## src/rtl/cpu_pkg.sv

```systemverilog
`default_nettype none
// ============================================================================
// Module   : cpu_pkg
// Brief    : Shared fetch front-end types and constants.
// Revision : 1.0
// ============================================================================
package cpu_pkg;

  localparam int PC_W    = 64;
  localparam int INSTR_W = 32;
  localparam logic [PC_W-1:0] PC_INCR = 64'd4;

  typedef enum logic [0:0] {
    FETCH = 1'b0,
    DRAIN = 1'b1
  } fetch_state_t;

  typedef struct packed {
    logic [PC_W-1:0]    pc;
    logic [INSTR_W-1:0] instr;
  } fetch_entry_t;

endpackage
`default_nettype wire

```

## src/rtl/pq_fifo.sv

```systemverilog
`default_nettype none
// ============================================================================
// Module   : pq_fifo
// Brief    : Synchronous FIFO with flush; flush beats push/pop in a cycle.
// Revision : 1.0
// ============================================================================
module pq_fifo #(
  parameter int WIDTH = 8,
  parameter int DEPTH = 4
) (
  input  logic                     clk,
  input  logic                     rst,
  input  logic                     flush,
  input  logic                     push,
  input  logic [WIDTH-1:0]         push_data,
  input  logic                     pop,
  output logic [WIDTH-1:0]         pop_data,
  output logic [$clog2(DEPTH):0]   count
);

  localparam int c_AW = (DEPTH > 1) ? $clog2(DEPTH) : 1;
  localparam int c_CW = $clog2(DEPTH) + 1;

  logic [WIDTH-1:0] r_mem [DEPTH];
  logic [c_AW-1:0]  r_wr_ptr;
  logic [c_AW-1:0]  r_rd_ptr;
  logic [c_CW-1:0]  r_count;
  logic             w_full;
  logic             w_empty;
  logic             w_do_push;
  logic             w_do_pop;

  function automatic logic [c_AW-1:0] ptr_inc(input logic [c_AW-1:0] p);
    return (p == c_AW'(DEPTH - 1)) ? '0 : p + 1'b1;
  endfunction

  assign w_full    = (r_count == c_CW'(DEPTH));
  assign w_empty   = (r_count == '0);
  assign w_do_pop  = pop && !w_empty && !flush;
  // A full FIFO still accepts a push when the head leaves in the same cycle.
  assign w_do_push = push && (!w_full || w_do_pop) && !flush;

  always_ff @(posedge clk or posedge rst) begin
    if (rst) begin
      r_wr_ptr <= '0;
      r_rd_ptr <= '0;
      r_count  <= '0;
    end else if (flush) begin
      r_wr_ptr <= '0;
      r_rd_ptr <= '0;
      r_count  <= '0;
    end else begin
      if (w_do_push) r_wr_ptr <= ptr_inc(r_wr_ptr);
      if (w_do_pop)  r_rd_ptr <= ptr_inc(r_rd_ptr);
      r_count <= r_count + c_CW'(w_do_push) - c_CW'(w_do_pop);
    end
  end

  always_ff @(posedge clk) begin
    if (w_do_push) r_mem[r_wr_ptr] <= push_data;
  end

  assign pop_data = r_mem[r_rd_ptr];
  assign count    = r_count;

endmodule
`default_nettype wire

```

## src/rtl/instr_prefetch_queue.sv

```systemverilog
`default_nettype none
// ============================================================================
// Module   : instr_prefetch_queue
// Brief    : Sequential-PC prefetcher feeding IF/ID; branch redirect flushes.
// Revision : 1.0
// ============================================================================
module instr_prefetch_queue
  import cpu_pkg::*;
#(
  parameter int              DEPTH           = 4,
  parameter int              MAX_OUTSTANDING = 2,
  parameter logic [PC_W-1:0] RESET_PC        = 64'h0
) (
  input  logic                     Clk,
  input  logic                     Reset,
  input  logic                     redirect_valid,
  input  logic [PC_W-1:0]          redirect_pc,
  output logic                     imem_req_valid,
  input  logic                     imem_req_ready,
  output logic [PC_W-1:0]          imem_req_addr,
  input  logic                     imem_resp_valid,
  input  logic [INSTR_W-1:0]       imem_resp_data,
  output logic                     out_valid,
  input  logic                     out_ready,
  output logic [PC_W-1:0]          out_pc,
  output logic [INSTR_W-1:0]       out_instr,
  output logic [$clog2(DEPTH):0]   occupancy
);

  localparam int c_CNT_W = $clog2(DEPTH) + 1;
  localparam int c_ISS_W = $clog2(MAX_OUTSTANDING) + 1;
  localparam int c_OUT_W = $clog2(MAX_OUTSTANDING + 1);

  fetch_state_t       r_state;
  fetch_state_t       w_state_nxt;
  logic [PC_W-1:0]    r_fetch_pc;
  logic [PC_W-1:0]    w_fetch_pc_nxt;
  logic [c_OUT_W-1:0] r_outstanding;
  logic [c_OUT_W-1:0] w_outstanding_nxt;
  logic [c_OUT_W-1:0] r_drop_cnt;
  logic [c_OUT_W-1:0] w_drop_cnt_nxt;
  logic [c_OUT_W-1:0] w_remaining;
  logic [c_CNT_W-1:0] w_count;
  logic [c_ISS_W-1:0] w_issue_cnt;
  logic [PC_W-1:0]    w_resp_pc;
  fetch_entry_t       w_head;
  fetch_entry_t       w_new_entry;
  logic               w_room;
  logic               w_req_fire;
  logic               w_resp_take;
  logic               w_resp_dec;
  logic               w_out_fire;

  // Queued entries plus in-flight requests may never exceed the queue, so
  // every response finds a free slot and is never back-pressured.
  assign w_room = (32'(w_count) + 32'(r_outstanding)) < 32'(DEPTH);

  assign imem_req_valid = !Reset && (r_state == FETCH) && w_room
                       && (r_outstanding < c_OUT_W'(MAX_OUTSTANDING))
                       && (w_issue_cnt < c_ISS_W'(MAX_OUTSTANDING))
                       && !redirect_valid;
  assign imem_req_addr  = r_fetch_pc;
  assign w_req_fire     = imem_req_valid && imem_req_ready;

  assign w_resp_dec  = imem_resp_valid && (r_outstanding != '0);
  assign w_resp_take = w_resp_dec && (r_state == FETCH) && !redirect_valid;
  assign w_remaining = r_outstanding - c_OUT_W'(w_resp_dec);
  assign w_new_entry = '{pc: w_resp_pc, instr: imem_resp_data};

  assign out_valid  = (w_count != '0) && !redirect_valid;
  assign w_out_fire = out_valid && out_ready;
  assign out_pc     = (w_count != '0) ? w_head.pc    : '0;
  assign out_instr  = (w_count != '0) ? w_head.instr : '0;
  assign occupancy  = w_count;

  pq_fifo #(
    .WIDTH ($bits(fetch_entry_t)),
    .DEPTH (DEPTH)
  ) u_entry_q (
    .clk       (Clk),
    .rst       (Reset),
    .flush     (redirect_valid),
    .push      (w_resp_take),
    .push_data (w_new_entry),
    .pop       (w_out_fire),
    .pop_data  (w_head),
    .count     (w_count)
  );

  // PCs of issued requests, paired in order with their responses.
  pq_fifo #(
    .WIDTH (PC_W),
    .DEPTH (MAX_OUTSTANDING)
  ) u_issue_pc_q (
    .clk       (Clk),
    .rst       (Reset),
    .flush     (redirect_valid),
    .push      (w_req_fire),
    .push_data (r_fetch_pc),
    .pop       (w_resp_take),
    .pop_data  (w_resp_pc),
    .count     (w_issue_cnt)
  );

  always_comb begin
    w_state_nxt       = r_state;
    w_fetch_pc_nxt    = r_fetch_pc;
    w_outstanding_nxt = r_outstanding;
    w_drop_cnt_nxt    = r_drop_cnt;
    if (redirect_valid) begin
      // Everything still in flight becomes stale; a response arriving now
      // is already one of them and is dropped on the spot.
      w_fetch_pc_nxt    = redirect_pc;
      w_outstanding_nxt = w_remaining;
      w_drop_cnt_nxt    = w_remaining;
      w_state_nxt       = (w_remaining != '0) ? DRAIN : FETCH;
    end else begin
      unique case (r_state)
        FETCH: begin
          if (w_req_fire) w_fetch_pc_nxt = r_fetch_pc + PC_INCR;
          w_outstanding_nxt = r_outstanding + c_OUT_W'(w_req_fire)
                            - c_OUT_W'(w_resp_take);
        end
        DRAIN: begin
          if (imem_resp_valid && (r_drop_cnt != '0)) begin
            w_drop_cnt_nxt    = r_drop_cnt - 1'b1;
            w_outstanding_nxt = w_remaining;
          end
          if (w_drop_cnt_nxt == '0) w_state_nxt = FETCH;
        end
        default: w_state_nxt = FETCH;
      endcase
    end
  end

  always_ff @(posedge Clk or posedge Reset) begin
    if (Reset) begin
      r_state       <= FETCH;
      r_fetch_pc    <= RESET_PC;
      r_outstanding <= '0;
      r_drop_cnt    <= '0;
    end else begin
      r_state       <= w_state_nxt;
      r_fetch_pc    <= w_fetch_pc_nxt;
      r_outstanding <= w_outstanding_nxt;
      r_drop_cnt    <= w_drop_cnt_nxt;
    end
  end

endmodule
`default_nettype wire
```

## config.mk

```make
export PLATFORM = sky130hd
export DESIGN_NAME = instr_prefetch_queue
export DESIGN_NICKNAME = d
export VERILOG_FILES = /design/src/rtl/cpu_pkg.sv /design/src/rtl/pq_fifo.sv /design/src/rtl/instr_prefetch_queue.sv
export SDC_FILE = /design/constraint.sdc
export NUM_CORES = 1
export LEC_CHECK = 0
export CORE_UTILIZATION = 53
export CTS_BUF_LIST = sky130_fd_sc_hd__clkbuf_4 sky130_fd_sc_hd__clkbuf_8
export CTS_CLUSTER_DIAMETER = 40
export CTS_CLUSTER_SIZE = 40
export DETAILED_ROUTE_END_ITERATION = 10
export GPL_TIMING_DRIVEN = 0
export PLACE_DENSITY = 0.79
export SLEW_MARGIN = 25
export SYNTH_ARGS = -nofsm -noshare
export SYNTH_HDL_FRONTEND = slang
export SYNTH_SLANG_ARGS = --single-unit
```

## constraint.sdc

```tcl
create_clock -name Clk -period 4.4 [get_ports Clk]
set_input_delay 0.88 -clock Clk [delete_from_list [all_inputs] [get_ports Clk]]
set_output_delay 0.88 -clock Clk [all_outputs]
set_load 0.01 [all_outputs]
```

# ---- Yosys cells after proc, flatten, opt, wreduce, memory -nomap -nowiden
# Memories as Yosys holds them, arrays and structs flattened.
# Cells that the tools add are included.
dict set report totals {
  n_memories 2
  out_inout_bits 165
  register_bits 80
  ramBits 512
  inputBits 102
  wordCells 113
}
dict set report classes {
  n_lt_le_gt_ge 3
  add_sub_neg 14
  eq_ne 6
  n_reduce_logical 42
  n_bitwise 1
  n_mux 35
}
# name words word_bits read_ports rd_ports_with_merged_regs wr line_no
set memory_table {}
lappend memory_table {u_entry_q.r_mem 4 96 1 0 1 pq_fifo.sv:24} ;# logic [WIDTH-1:0] r_mem [DEPTH];
lappend memory_table {u_issue_pc_q.r_mem 2 64 1 0 1 pq_fifo.sv:24}
# cell n
set op_table {}
lappend op_table {{$mux 64} 4}
lappend op_table {{$add 64x3->64 const B} 1}
lappend op_table {{$mux 32} 1}
lappend op_table {{$mux 2} 14}
lappend op_table {{$logic_and 1x1->1} 20}
lappend op_table {{$reduce_bool 2->1} 9}
lappend op_table {{$mux 1} 14}
lappend op_table {{$eq 2x2->1 const B} 3}
lappend op_table {{$logic_not 1->1} 6}
lappend op_table {{$sub 2x1->2} 3}
lappend op_table {{$add 2x1->2} 2}
lappend op_table {{$add 2x1->2 const B} 2}
lappend op_table {{$add 3x2->4} 1}
lappend op_table {{$logic_not 2->1} 2}
lappend op_table {{$lt 2x2->1 const B} 2}
lappend op_table {{$lt 4x3->1 const B} 1}
lappend op_table {{$pmux 2 s2} 1}
lappend op_table {{$add 3x1->3} 1}
lappend op_table {{$eq 3x3->1 const B} 1}
lappend op_table {{$logic_not 3->1} 1}
lappend op_table {{$mux 3} 1}
lappend op_table {{$ne 3x2->1 const B} 1}
lappend op_table {{$reduce_bool 3->1} 1}
lappend op_table {{$sub 3x1->3} 1}
lappend op_table {{other kinds (6)} 8}

# ---- Logic depth before layout (Yosys ltp)
# Gate-level depths: netlist of the first run.
dict set report depth {
  ltp_word 12
  ltp_mapped 13
  mapped_depth_nobuf 11
}

# ---- By module
# From an unflattened synthesis of the first run, not the netlist that was laid out.
dict set report hier_totals {
  cells_unflattened 1354
  area_unflattened_um2 23887.9
}
# module seq_area_each_um2 area_per_inst_um2 n_inst cells_per_inst
set modules_own_cells {}
lappend modules_own_cells {{pq_fifo at u_entry_q} 11706.2 14291.2 1 549}
lappend modules_own_cells {{pq_fifo at u_issue_pc_q} 3943.8 4838.4 1 222}
lappend modules_own_cells {instr_prefetch_queue 1726.7 4758.3 1 583}

# ---- Least setup slack after synthesis of the first run
# No wires, ideal clock.
dict set report synth_timing {
  path_type {input to register}
  startpoint {input Reset}
  endpoint {memory u_issue_pc_q.r_mem[0][0] (netlist bit), enable pin}
  slack_ps -650
  arrival_time_ps 4563
  required_ps 3913
  stages 6
  path_buffers 2
  setup_time_ps 487
  cell_sequence {nor3_1 -> and4_4 -> inv_2 -> clkbuf_1 -> buf_1 -> nor2_1}
}
dict set report synth_via {
  elab_chain_cells 11
}
# element line_no
set synth_lines {}
lappend synth_lines {{start: declaration} instr_prefetch_queue.sv:15} ;# input logic Reset,
lappend synth_lines {{$logic_not 1->1 (no line)} -}
lappend synth_lines {{$logic_and 1x1->1 (2 in a row)} instr_prefetch_queue.sv:58} ;# assign imem_req_valid = !Reset && (r_state == FETCH) && w_room
lappend synth_lines {{$logic_and 1x1->1} instr_prefetch_queue.sv:59} ;# && (r_outstanding < c_OUT_W'(MAX_OUTSTANDING))
lappend synth_lines {{$logic_and 1x1->1} instr_prefetch_queue.sv:60} ;# && (w_issue_cnt < c_ISS_W'(MAX_OUTSTANDING))
lappend synth_lines {{$logic_and 1x1->1} instr_prefetch_queue.sv:61} ;# && !redirect_valid;
lappend synth_lines {{$logic_and 1x1->1} instr_prefetch_queue.sv:63} ;# assign w_req_fire = imem_req_valid && imem_req_ready;
lappend synth_lines {{$logic_and 1x1->1 (2 in a row)} pq_fifo.sv:41} ;# assign w_do_push = push && (!w_full || w_do_pop) && !flush;
lappend synth_lines {{$mux 1} pq_fifo.sv:60} ;# if (w_do_push) r_mem[r_wr_ptr] <= push_data;
lappend synth_lines {{$mux 1 (not written as such)} pq_fifo.sv:60}
lappend synth_lines {{end: declaration} pq_fifo.sv:24}
# Every way passes these cells.

# ---- Final worst setup path of the first run
dict set report layout_timing {
  startpoint {register u_entry_q.r_rd_ptr[1]}
  endpoint {output out_pc[25]}
}
dict set report layout_via {
  elab_chain_cells 2
}
# element line_no
set layout_lines {}
lappend layout_lines {{start: declaration} pq_fifo.sv:26} ;# logic [c_AW-1:0] r_rd_ptr;
lappend layout_lines {{start signal: assignment} pq_fifo.sv:54} ;# if (w_do_pop) r_rd_ptr <= ptr_inc(r_rd_ptr);
lappend layout_lines {{$mem_v2 4x96} -}
lappend layout_lines {{$mux 64} instr_prefetch_queue.sv:72} ;# assign out_pc = (w_count != '0) ? w_head.pc : '0;
lappend layout_lines {{end: declaration} instr_prefetch_queue.sv:25} ;# output logic [PC_W-1:0] out_pc,
# Every way passes these cells.

==> out/summary.md, run 1 <==
* finished, final reports clean — result of the run
* 640 ps — clock latency at the later pin of the worst-skew pair
* 238 MHz — peak clock frequency supported by timing
* 26.2% — aggregate global-route resource usage
* flop to output pin — start-to-end type of the worst setup path
* sky130_fd_sc_hd__edfxtp_1 — most common cell after layout, fill and taps aside
* 4830 um — routed wl met3
* 26.5% — Gate power share
* 71.9% — sequential-to-total area share from yosys stat
* 60 — Distinct cells, synth
* 512 x sky130_fd_sc_hd__edfxtp_1, 266 x sky130_fd_sc_hd__clkdlybuf4s50_1, 104 x sky130_fd_sc_hd__and2_1, 96 x sky130_fd_sc_hd__mux4_2, 79 x sky130_fd_sc_hd__dfrtp_1 — commonest cells after routing, fill and taps aside
* 28.7% — switching power share of the total
* 0 — setup violation total in the final timing report
* 0.0446 mm^2 — placeable core region
* 3057 — layout filler cell count
* 1526 — syn_nets
* 512 — number of enable-type register cells in the synthesized netlist
* 63.6% — top cell type's share of synthesized area
* 0 — # DRC
* 0.0242 mm^2 — netlist area before placement
* 316 uV — worst ir drop on vdd
* 0.0465 mm^2 — die outline area
* 0 — final number of hold-violating endpoints
* sky130_fd_sc_hd__edfxtp_1 64%, sky130_fd_sc_hd__mux4_2 8.9%, sky130_fd_sc_hd__dfrtp_1 8.3% — dominant cells by area after synthesis
* 4200 ps — shortest clock period the worst path allows after layout
* 3 — H-tree lvl count
* 65 — maximum number of pins on one net before global-route repair
* 23700 um — Met1 Wirelength
* 80 ps — clock edge transition at the registers on the reported setup and hold paths
* 44.2% — sequential power share
* 71 — number of CTS-inserted buffers
* 0.00432 W — sw power
* 29.3% — clock network fraction of total power
* sky130_fd_sc_hd__clkbuf_8 — CTS root buffer
* 25.0 um — average wire per cell in the routed design
* 266 — IO buf count
* flop to flop — class of the most critical hold timing path
* 54.2% — effective utilization at floorplan
* 3520 ps — Worst Path Required
* 216 um — Die Width
* sky130_fd_sc_hd__edfxtp_1 — most area-hungry cell type in the Yosys netlist
* 89500 um — first-pass GRT wire length
* 14520 — Via Count
* 3320 ps — data arrival at the endpoint of the critical path
* 267 — I/O pin total
* 1438 — drt first-iter violations
* flop — sort of element at the start of the critical path
* 0.0279 mm^2 — standard cell area after detailed placement
* 6.03 — via/cell ratio
* 31.2% — relative slew slack
* 41400 um — post-detailed-placement half-perimeter wirelength
* 9.71 nW — static leakage
* 509 mW/mm^2 — total power per unit cell area
* 1409 — number of instances in the synthesized netlist
* 13.5% — proportion of synthesized flip-flops having asynchronous set or reset
* 95.5% — final worst-path cycle share
* 3 — maximum clock insertion buffer count
* false — setup repair after global routing missed its margin
* 0.0296 mm^2 — area of all placed cells without fillers
* 10 — crit path max fanout
* 30000 um — met2 wire len
* 1875 — final net count
* 0 — antenna violation net count after detailed routing
* 592 — number of sinks handled by clock tree synthesis
* 77 — total number of placement rows
* met4 — top routing layer in use
* 0 — number of synthesis warnings
* 21.9 ps — skew final
* yes — CTS tree
* 0 — Inserted Diodes
* output pin — critical path endpoint category
* 19.0% — ratio of cells with drive above 1 in the final layout
* sky130_fd_sc_hd__edfxtp_1 — Main synth FF type
* 17.2 um^2 — synthesized area per cell
* 592 — number of synthesized register bits
* 0 — overall overflow remaining after global route
* 0.0107 W — internal portion of total power
* 216 um — die boundary height
* 6 — Initial DRT Pass Iterations
* 60300 um — wire length reported by the detailed router
* 14586 — via count of the first global-routing pass
* 0 — Max Cap Violations
* 0 — antenna violations before repair
* 0.937 — Final GP Congestion
* 496 ps — hold_ws
* 1030 ps — Tightest Pin Transition
* 0 — Final Max Tran Viols
* 22.4% — Syn-to-layout area delta
==> metrics by stage <==
stage | util, % | setup WS [ps] | std cells | total power [W] | TNS [ps]
after floorplan | - | 64.5 | 1409 | 0.00875 | 0
after global placement | 61.8 | -2980 | 2267 | 0.0108 | -1374080
after detailed placement | 62.6 | -346 | 2280 | 0.0108 | -760
after CTS | 66.4 | 38.7 | 2408 | 0.0152 | 0
after global routing | 66.4 | 26.7 | 2407 | 0.0157 | 0
final | 66.4 | 198 | 2407 | 0.0151 | 0
==> flip-flops by register name, indices dropped and copies added (netlist names) <==
register / count
r_drop_cnt: 2
u_issue_pc_q.r_wr_ptr: 1
u_issue_pc_q.r_mem: 128
u_entry_q.r_rd_ptr: 2
r_state: 1
u_entry_q.r_mem: 384
u_issue_pc_q.count: 2
u_entry_q.count: 3
u_entry_q.r_wr_ptr: 2
u_issue_pc_q.r_rd_ptr: 1
imem_req_addr: 64
r_outstanding: 2
==> cells by family (layout without fill, tap and decap cells) <==
family | after synthesis | in the layout | synth area share (%)
flip-flops | 592 | 592 | 71.9
AND/OR/NAND/NOR | 403 | 403 | 9.40
multiplexers | 167 | 167 | 12.2
AO/OA/AOI/OAI | 116 | 116 | 3.37
buffers and inverters | 91 | 497 | 1.44
XOR/XNOR | 25 | 25 | 0.905
adder cells (fa/ha/maj) | 15 | 15 | 0.807
==> metal layers <==
metal / track usage [%] / vias to the layer above
met5: 0 / -
met4: 8.65 / 0
met3: 5.26 / 118
met2: 43.5 / 687
met1: 34.8 / 7414
li1: - / 6301
==> repair_timing <==
action / CTS / global route
resized for setup: 7 / 0
hold buffers: 0 / 0
setup endpoints to repair: 70 / 20
setup buffers: 0 / 0
==> power groups by stage <==
stage	sequential (W)	clock, W	combinational, W
4_1_cts	0.00665	0.00450	0.00408
3_3_place_gp	0.00676	0	0.00399
6_report	0.00665	0.00442	0.00399
2_1_floorplan	0.00670	0	0.00205
5_1_grt	0.00668	0.00470	0.00430
3_5_place_dp	0.00675	0	0.00409
==> worst max-delay path, stage by stage, from the launching register on <==
cell and delay [ps]:
sky130_fd_sc_hd__dfrtp_1 330, sky130_fd_sc_hd__clkbuf_1 440, sky130_fd_sc_hd__clkbuf_1 770, sky130_fd_sc_hd__mux4_2 420
sky130_fd_sc_hd__and2_1 210, sky130_fd_sc_hd__clkdlybuf4s50_1 490
==> final cells by class <==
cell class	instances	area [um^2]	share of cell area, %
well taps	592	741	2.50
inverters	23	91.3	0.309
flip-flops and latches	592	17400	58.7
plain buffers	65	268	0.905
clock inverters	50	613	2.07
multi-input cells	726	6480	21.9
repair buffers	279	2980	10.1
clock buffers	80	1040	3.53
==> synthesized netlist by cell type, types with 6 or more instances <==
cell	count
sky130_fd_sc_hd__a21oi_1	9
sky130_fd_sc_hd__inv_1	21
sky130_fd_sc_hd__o41ai_1	6
sky130_fd_sc_hd__clkbuf_1	50
sky130_fd_sc_hd__edfxtp_1	512
sky130_fd_sc_hd__nor3_1	20
sky130_fd_sc_hd__nor2_1	48
sky130_fd_sc_hd__nand3_1	44
sky130_fd_sc_hd__ha_1	14
sky130_fd_sc_hd__buf_1	12
sky130_fd_sc_hd__a22oi_1	6
sky130_fd_sc_hd__and4_1	10
sky130_fd_sc_hd__nand4_1	32
sky130_fd_sc_hd__mux4_2	96
sky130_fd_sc_hd__and3_1	11
sky130_fd_sc_hd__nor4_1	14
sky130_fd_sc_hd__and2_1	109
sky130_fd_sc_hd__dfrtp_1	80
sky130_fd_sc_hd__buf_2	6
sky130_fd_sc_hd__o31ai_1	7
sky130_fd_sc_hd__xnor2_1	13
sky130_fd_sc_hd__mux2_2	66
sky130_fd_sc_hd__a31oi_1	18
sky130_fd_sc_hd__or4_1	12
sky130_fd_sc_hd__xor2_1	12
sky130_fd_sc_hd__o211ai_1	18
sky130_fd_sc_hd__or3_1	8
sky130_fd_sc_hd__nand2_1	72
sky130_fd_sc_hd__o21ai_0	25
==> final timing paths <==
| path | start | end | slack (ps) | cells after the start |
|---|---|---|---|---|
| setup / recovery | u_entry_q.r_rd_ptr[1]$_DFFE_PP0P_ | out_pc[25] | 200 | 5 |
| hold / removal | imem_req_addr[1]$_DFFE_PP0P_ | u_issue_pc_q.r_mem[0][1]$_DFFE_PP_ | 500 | 0 |
| setup reg to reg | u_entry_q.count[1]$_DFF_PP0_ | u_entry_q.r_mem[1][2]$_DFFE_PP_ | 490 | 7 |
| hold reg to reg | imem_req_addr[1]$_DFFE_PP0P_ | u_issue_pc_q.r_mem[0][1]$_DFFE_PP_ | 500 | 0 |
| max in group asynchronous | Reset | imem_req_addr[54]$_DFFE_PP0P_ | 3160 | 3 |
| min in group asynchronous | Reset | r_drop_cnt[0]$_DFFE_PP0P_ | 630 | 2 |
(Power assumes the default switching activity.)
==> run 2, diff against run 1 <==
Settings changed: MAX_ROUTING_LAYER set to met4, SLEW_MARGIN 25 to 20.
==> out/summary.md, run 2 (synthesized netlist as in run 1, its figures left out) <==
* finished, final reports clean — result of the run
* 14599 — via count of the first global-routing pass
* input port to flop — start-to-end type of the worst setup path
* 41600 um — post-detailed-placement half-perimeter wirelength
* buffers and inverters — Worst path top cell family by delay
* 5.98 — via/cell ratio
* 0.0446 mm^2 — placeable core region
* u_entry_q.r_mem — largest reg by FF count
* 54.2% — effective utilization at floorplan
* 4200 ps — shortest clock period the worst path allows after layout
* 0.0465 mm^2 — die outline area
* 76 — number of CTS-inserted buffers
* 2418 — number of standard cells in the layout, taps in and fillers out
* 810 ps — CP peak stage delay
* 0 — final number of hold-violating endpoints
* sky130_fd_sc_hd__buf_1 — critical path's slowest cell
* 10 — crit path max fanout
* false — setup repair after global routing missed its margin
* 512 x sky130_fd_sc_hd__edfxtp_1, 266 x sky130_fd_sc_hd__clkdlybuf4s50_1, 104 x sky130_fd_sc_hd__and2_1, 96 x sky130_fd_sc_hd__mux4_2, 79 x sky130_fd_sc_hd__dfrtp_1 — commonest cells after routing, fill and taps aside
* 216 um — die boundary height
* 14466 — Via Count
* 0 — # DRC
* 90600 um — first-pass GRT wire length
* 0.943 — Final GP Congestion
* 0.0149 W — Total Power
* 0 — setup repair bufs after CTS
* 0 — Final Max Tran Viols
* 12 — number of stages on the worst setup path
* 27.4% — aggregate global-route resource usage
* 4710 ps — data arrival at the endpoint of the critical path
* 90 ps — clock edge transition at the registers on the reported setup and hold paths
* 506 mW/mm^2 — total power per unit cell area
* 322 uV — worst ir drop on vdd
* 1401 — drt first-iter violations
* 1080 ps — Tightest Pin Transition
* 22.2% — Syn-to-layout area delta
* 0 — Inserted Diodes
* 0 — Max Cap Violations
* 77 — total number of placement rows
* flop — critical path endpoint category
* 2279 — dpl cells
* 3 — maximum clock insertion buffer count
* 95.4% — final worst-path cycle share
* 267 — I/O pin total
* 4920 ps — Worst Path Required
* yes — CTS tree
* 48 — maximum number of pins on one net before global-route repair
* 3 — H-tree lvl count
* 60700 um — wire length reported by the detailed router
* 660 ps — clock latency at the later pin of the worst-skew pair
* 216 um — Die Width
* clkdlybuf4s50_1 -> clkbuf_1 -> buf_1 -> clkbuf_1 -> nor2_1 -> ha_1 -> inv_1 -> ha_1 -> inv_1 -> fa_1 -> xnor2_1 -> nor2_1 — series of cell instances along the critical path
* 28.7 ps — skew final
* 6 — critical path buffer and inverter count
* 238 MHz — peak clock frequency supported by timing
* 7 — Initial DRT Pass Iterations
* 19.3% — ratio of cells with drive above 1 in the final layout
* sky130_fd_sc_hd__edfxtp_1 — most common cell after layout, fill and taps aside
* 592 — number of sinks handled by clock tree synthesis
* 0 — setup violation total in the final timing report
* 25.1 um — average wire per cell in the routed design
* 0 — antenna violation net count after detailed routing
* 384 — number of flip-flops under the largest register name
* 27.2% — relative slew slack
* 1879 — final net count
* 9.68 nW — static leakage
* 266 — IO buf count
* 7 — depth of the worst register-to-register path
* flop to flop — class of the most critical hold timing path
* 0 — antenna violations before repair
* sky130_fd_sc_hd__clkbuf_8 — CTS root buffer
* 0 — hold buffers post-CTS
* 0 — overall overflow remaining after global route
* 0 — hold path cells
* input port — sort of element at the start of the critical path
* 0 ps — Fin Setup TNS
[run 2: path summary, 6_finish.rpt]
kind                       slack (ps)                            endpoint                         start
max in group asynchronous        3070       imem_req_addr[33]$_DFFE_PP0P_                         Reset
min in group asynchronous         690        imem_req_addr[6]$_DFFE_PP0P_                         Reset
setup reg to reg                  490     u_entry_q.r_mem[3][1]$_DFFE_PP_  u_entry_q.count[1]$_DFF_PP0_
hold reg to reg                   500  u_issue_pc_q.r_mem[1][1]$_DFFE_PP_  imem_req_addr[1]$_DFFE_PP0P_
hold / removal                    500  u_issue_pc_q.r_mem[1][1]$_DFFE_PP_  imem_req_addr[1]$_DFFE_PP0P_
setup / recovery                  200        u_entry_q.count[2]$_DFF_PP0_                redirect_valid
[run 2: layout make-up]
cell class | count | area, um^2
sequential | 592 | 17400
timing repair buffer | 278 | 2960
buffer | 65 | 260
tap | 592 | 741
clock inverter | 60 | 559
multi-input combinational | 726 | 6480
clock buffer | 82 | 1100
inverter | 23 | 88.8
fill | 3080 | 15000
[run 2: worst register-to-register path: stages, from the launching register on]
cell                        delay, ps
sky130_fd_sc_hd__dfrtp_1          480
sky130_fd_sc_hd__or3_1            150
sky130_fd_sc_hd__clkbuf_2         560
sky130_fd_sc_hd__nand2_1          340
sky130_fd_sc_hd__a2111oi_2        800
sky130_fd_sc_hd__and2_4           630
sky130_fd_sc_hd__buf_12           300
sky130_fd_sc_hd__buf_16           290
[run 2: power breakdown]
| group | internal, W | switching (W) |
|---|---|---|
| clock | 0.00194 | 0.00236 |
| combinational | 0.00211 | 0.00189 |
| sequential | 0.00638 | 0.000269 |
| total | 0.0104 | 0.00452 |
[run 2: layer usage]
layer | wire length (um) | global-route usage [%] | up-vias
met4 | 1530 | 8.27 | 0
met3 | 5080 | 6.29 | 100
met1 | 24100 | 35.2 | 7388
li1 | - | - | 6311
met5 | 0 | - | -
met2 | 30000 | 43.8 | 667
[run 2: timing repair]
item	CTS	global route
endpoints found under the setup margin	69	10
hold endpoints to repair	0	0
pin swaps	0	0
resized for setup	5	0
[run 2: metrics by stage]
step	utilization, %	area [um^2]	worst slack [ps]	hold WS, ps
floorplan	-	24200	64.5	503
global placement	61.8	27600	-3040	479
detailed placement	62.6	27900	-340	483
CTS	66.3	29600	19.3	502
global route	66.3	29600	59.6	541
finish	66.3	29600	204	499
==> run 3, diff against run 2 <==
Settings changed: SKIP_LAST_GASP set to 1, SLEW_MARGIN 20 to not set.
==> out/summary.md, run 3 (synthesized netlist as in run 1, its figures left out) <==
* 3 — maximum clock insertion buffer count
* 0.0446 mm^2 — placeable core region
* 216 um — Die Width
* 3520 ps — Worst Path Required
* 9.66 nW — static leakage
* 0.943 — Final GP Congestion
* r_outstanding[1]$_DFFE_PP0P_ — RR Endpoint
* flop — sort of element at the start of the critical path
* 6 — Initial DRT Pass Iterations
* yes — CTS tree
* -351 ps — worst slack at placement
* 224 ps — Worst Setup Slack, final
* 0 — Inserted Diodes
* 0 — setup violation total in the final timing report
* 650 ps — clock latency at the later pin of the worst-skew pair
* 3300 ps — data arrival at the endpoint of the critical path
* out_pc[58] — capturing instance or port of the critical path
* sky130_fd_sc_hd__clkbuf_8 — CTS root buffer
* 10 — crit path max fanout
* 29.0% — clock network fraction of total power
* flop to flop — class of the most critical hold timing path
* 508 mW/mm^2 — total power per unit cell area
* 60800 um — wire length reported by the detailed router
* 23.4 ps — skew final
* 41400 um — post-detailed-placement half-perimeter wirelength
* 25.3 um — average wire per cell in the routed design
* 1458 — drt first-iter violations
* 1050 ps — Tightest Pin Transition
* 29.1% — switching power share of the total
* output pin — critical path endpoint category
* 55 — maximum number of pins on one net before global-route repair
* false — setup repair after global routing missed its margin
* 0.0465 mm^2 — die outline area
* 2405 — number of standard cells in the layout, taps in and fillers out
* 0 — # DRC
* 0 ps — Fin Setup TNS
* 13 — depth of the worst register-to-register path
* 77 — total number of placement rows
* 14412 — Via Count
* 512 x sky130_fd_sc_hd__edfxtp_1, 266 x sky130_fd_sc_hd__clkdlybuf4s50_1, 104 x sky130_fd_sc_hd__and2_1, 96 x sky130_fd_sc_hd__mux4_2, 79 x sky130_fd_sc_hd__dfrtp_1 — commonest cells after routing, fill and taps aside
* 1873 — final net count
* u_entry_q.r_rd_ptr[1]$_DFFE_PP0P_ — Crit. Startpoint
* sky130_fd_sc_hd__edfxtp_1 — most common cell after layout, fill and taps aside
* 27.3% — aggregate global-route resource usage
* 26.7% — Gate power share
* 90600 um — first-pass GRT wire length
* 266 — IO buf count
* 239 MHz — peak clock frequency supported by timing
* 3 — H-tree lvl count
* 29.2% — relative slew slack
* 0 — antenna violation net count after detailed routing
* 44.4% — sequential power share
* 5.99 — via/cell ratio
* 0 — antenna violations before repair
* 336 uV — worst ir drop on vdd
* 2277 — dpl cells
* 0 — Max Cap Violations
* 18.7% — ratio of cells with drive above 1 in the final layout
* 216 um — die boundary height
* finished, final reports clean — result of the run
* 0 — hold buffers post-CTS
* 4180 ps — shortest clock period the worst path allows after layout
* 0.0295 mm^2 — area of all placed cells without fillers
* 0.0106 W — internal portion of total power
* 592 — number of sinks handled by clock tree synthesis
* 14523 — via count of the first global-routing pass
* 22.1% — Syn-to-layout area delta
* 70 ps — clock edge transition at the registers on the reported setup and hold paths
* u_entry_q.count[1]$_DFF_PP0_ — worst reg2reg path startpoint
* 54.2% — effective utilization at floorplan
* 384 — number of flip-flops under the largest register name
* 0.00437 W — sw power
* 0.0279 mm^2 — standard cell area after detailed placement
* 502 ps — hold_ws
* 0 — Final Max Tran Viols
* u_entry_q.r_mem — largest reg by FF count
* 0 — final number of hold-violating endpoints
* 267 — I/O pin total
* flop to output pin — start-to-end type of the worst setup path
* 72 — number of CTS-inserted buffers
* 0 — overall overflow remaining after global route
* 750 ps — FF-to-FF setup slack
* 94.9% — final worst-path cycle share
[run 3: final cells by class]
type                    instances  area (um^2)
clock inverters                51          561
inverters                      23         88.8
flip-flops and latches        592        17400
repair buffers                276         2920
multi-input cells             726         6480
well taps                     592          741
plain buffers                  65          278
clock buffers                  80         1080
fillers                      3058        15100
[run 3: power by group through the flow]
stage,registers [W],clock network [W],logic (W)
floorplan,0.00670,0,0.00205
global placement,0.00676,0,0.00399
detailed placement,0.00675,0,0.00406
CTS,0.00665,0.00441,0.00406
global route,0.00668,0.00461,0.00429
finish,0.00665,0.00434,0.00400
[run 3: worst min-delay path by stage]
stage | startpoint | end | slack, ps | depth (start not counted)
6_report | imem_req_addr[1]$_DFFE_PP0P_ | u_issue_pc_q.r_mem[1][1]$_DFFE_PP_ | 500 | 0
4_1_cts | imem_req_addr[1]$_DFFE_PP0P_ | u_issue_pc_q.r_mem[1][1]$_DFFE_PP_ | 510 | 0
5_1_grt | imem_req_addr[1]$_DFFE_PP0P_ | u_issue_pc_q.r_mem[1][1]$_DFFE_PP_ | 520 | 0
2_1_floorplan | u_entry_q.r_wr_ptr[0]$_DFFE_PP0P_ | u_entry_q.r_wr_ptr[0]$_DFFE_PP0P_ | 500 | 1
3_5_place_dp | imem_req_addr[1]$_DFFE_PP0P_ | u_issue_pc_q.r_mem[1][1]$_DFFE_PP_ | 490 | 0
3_3_place_gp | imem_req_addr[1]$_DFFE_PP0P_ | u_issue_pc_q.r_mem[0][1]$_DFFE_PP_ | 480 | 0
[run 3: routing by layer]
metal  vias up  GRT usage, %  wire [um]
met4         0          8.96       1560
li1       6279             -          -
met5         -             -          0
met1      7400          35.3      24300
met3       107          4.98       4490
met2       626          43.9      30500
[run 3: repair_timing]
item,4_1_cts,5_1_grt
endpoints found under the setup margin,179,39
setup buffers,0,0
resized for setup,9,2
[run 3: worst max-delay path: stages, from the launching register on]
cell                              delay (ps)
sky130_fd_sc_hd__dfrtp_1                 320
sky130_fd_sc_hd__clkbuf_1                410
sky130_fd_sc_hd__clkbuf_2                480
sky130_fd_sc_hd__clkbuf_2                400
sky130_fd_sc_hd__mux4_2                  370
sky130_fd_sc_hd__and2_1                  180
sky130_fd_sc_hd__clkdlybuf4s50_1         490
[run 3: through the flow]
stage | total power, W | util, %
floorplan | 0.00875 | -
global placement | 0.0108 | 61.8
detailed placement | 0.0108 | 62.5
CTS | 0.0151 | 66.2
global route | 0.0156 | 66.2
finish | 0.0150 | 66.2
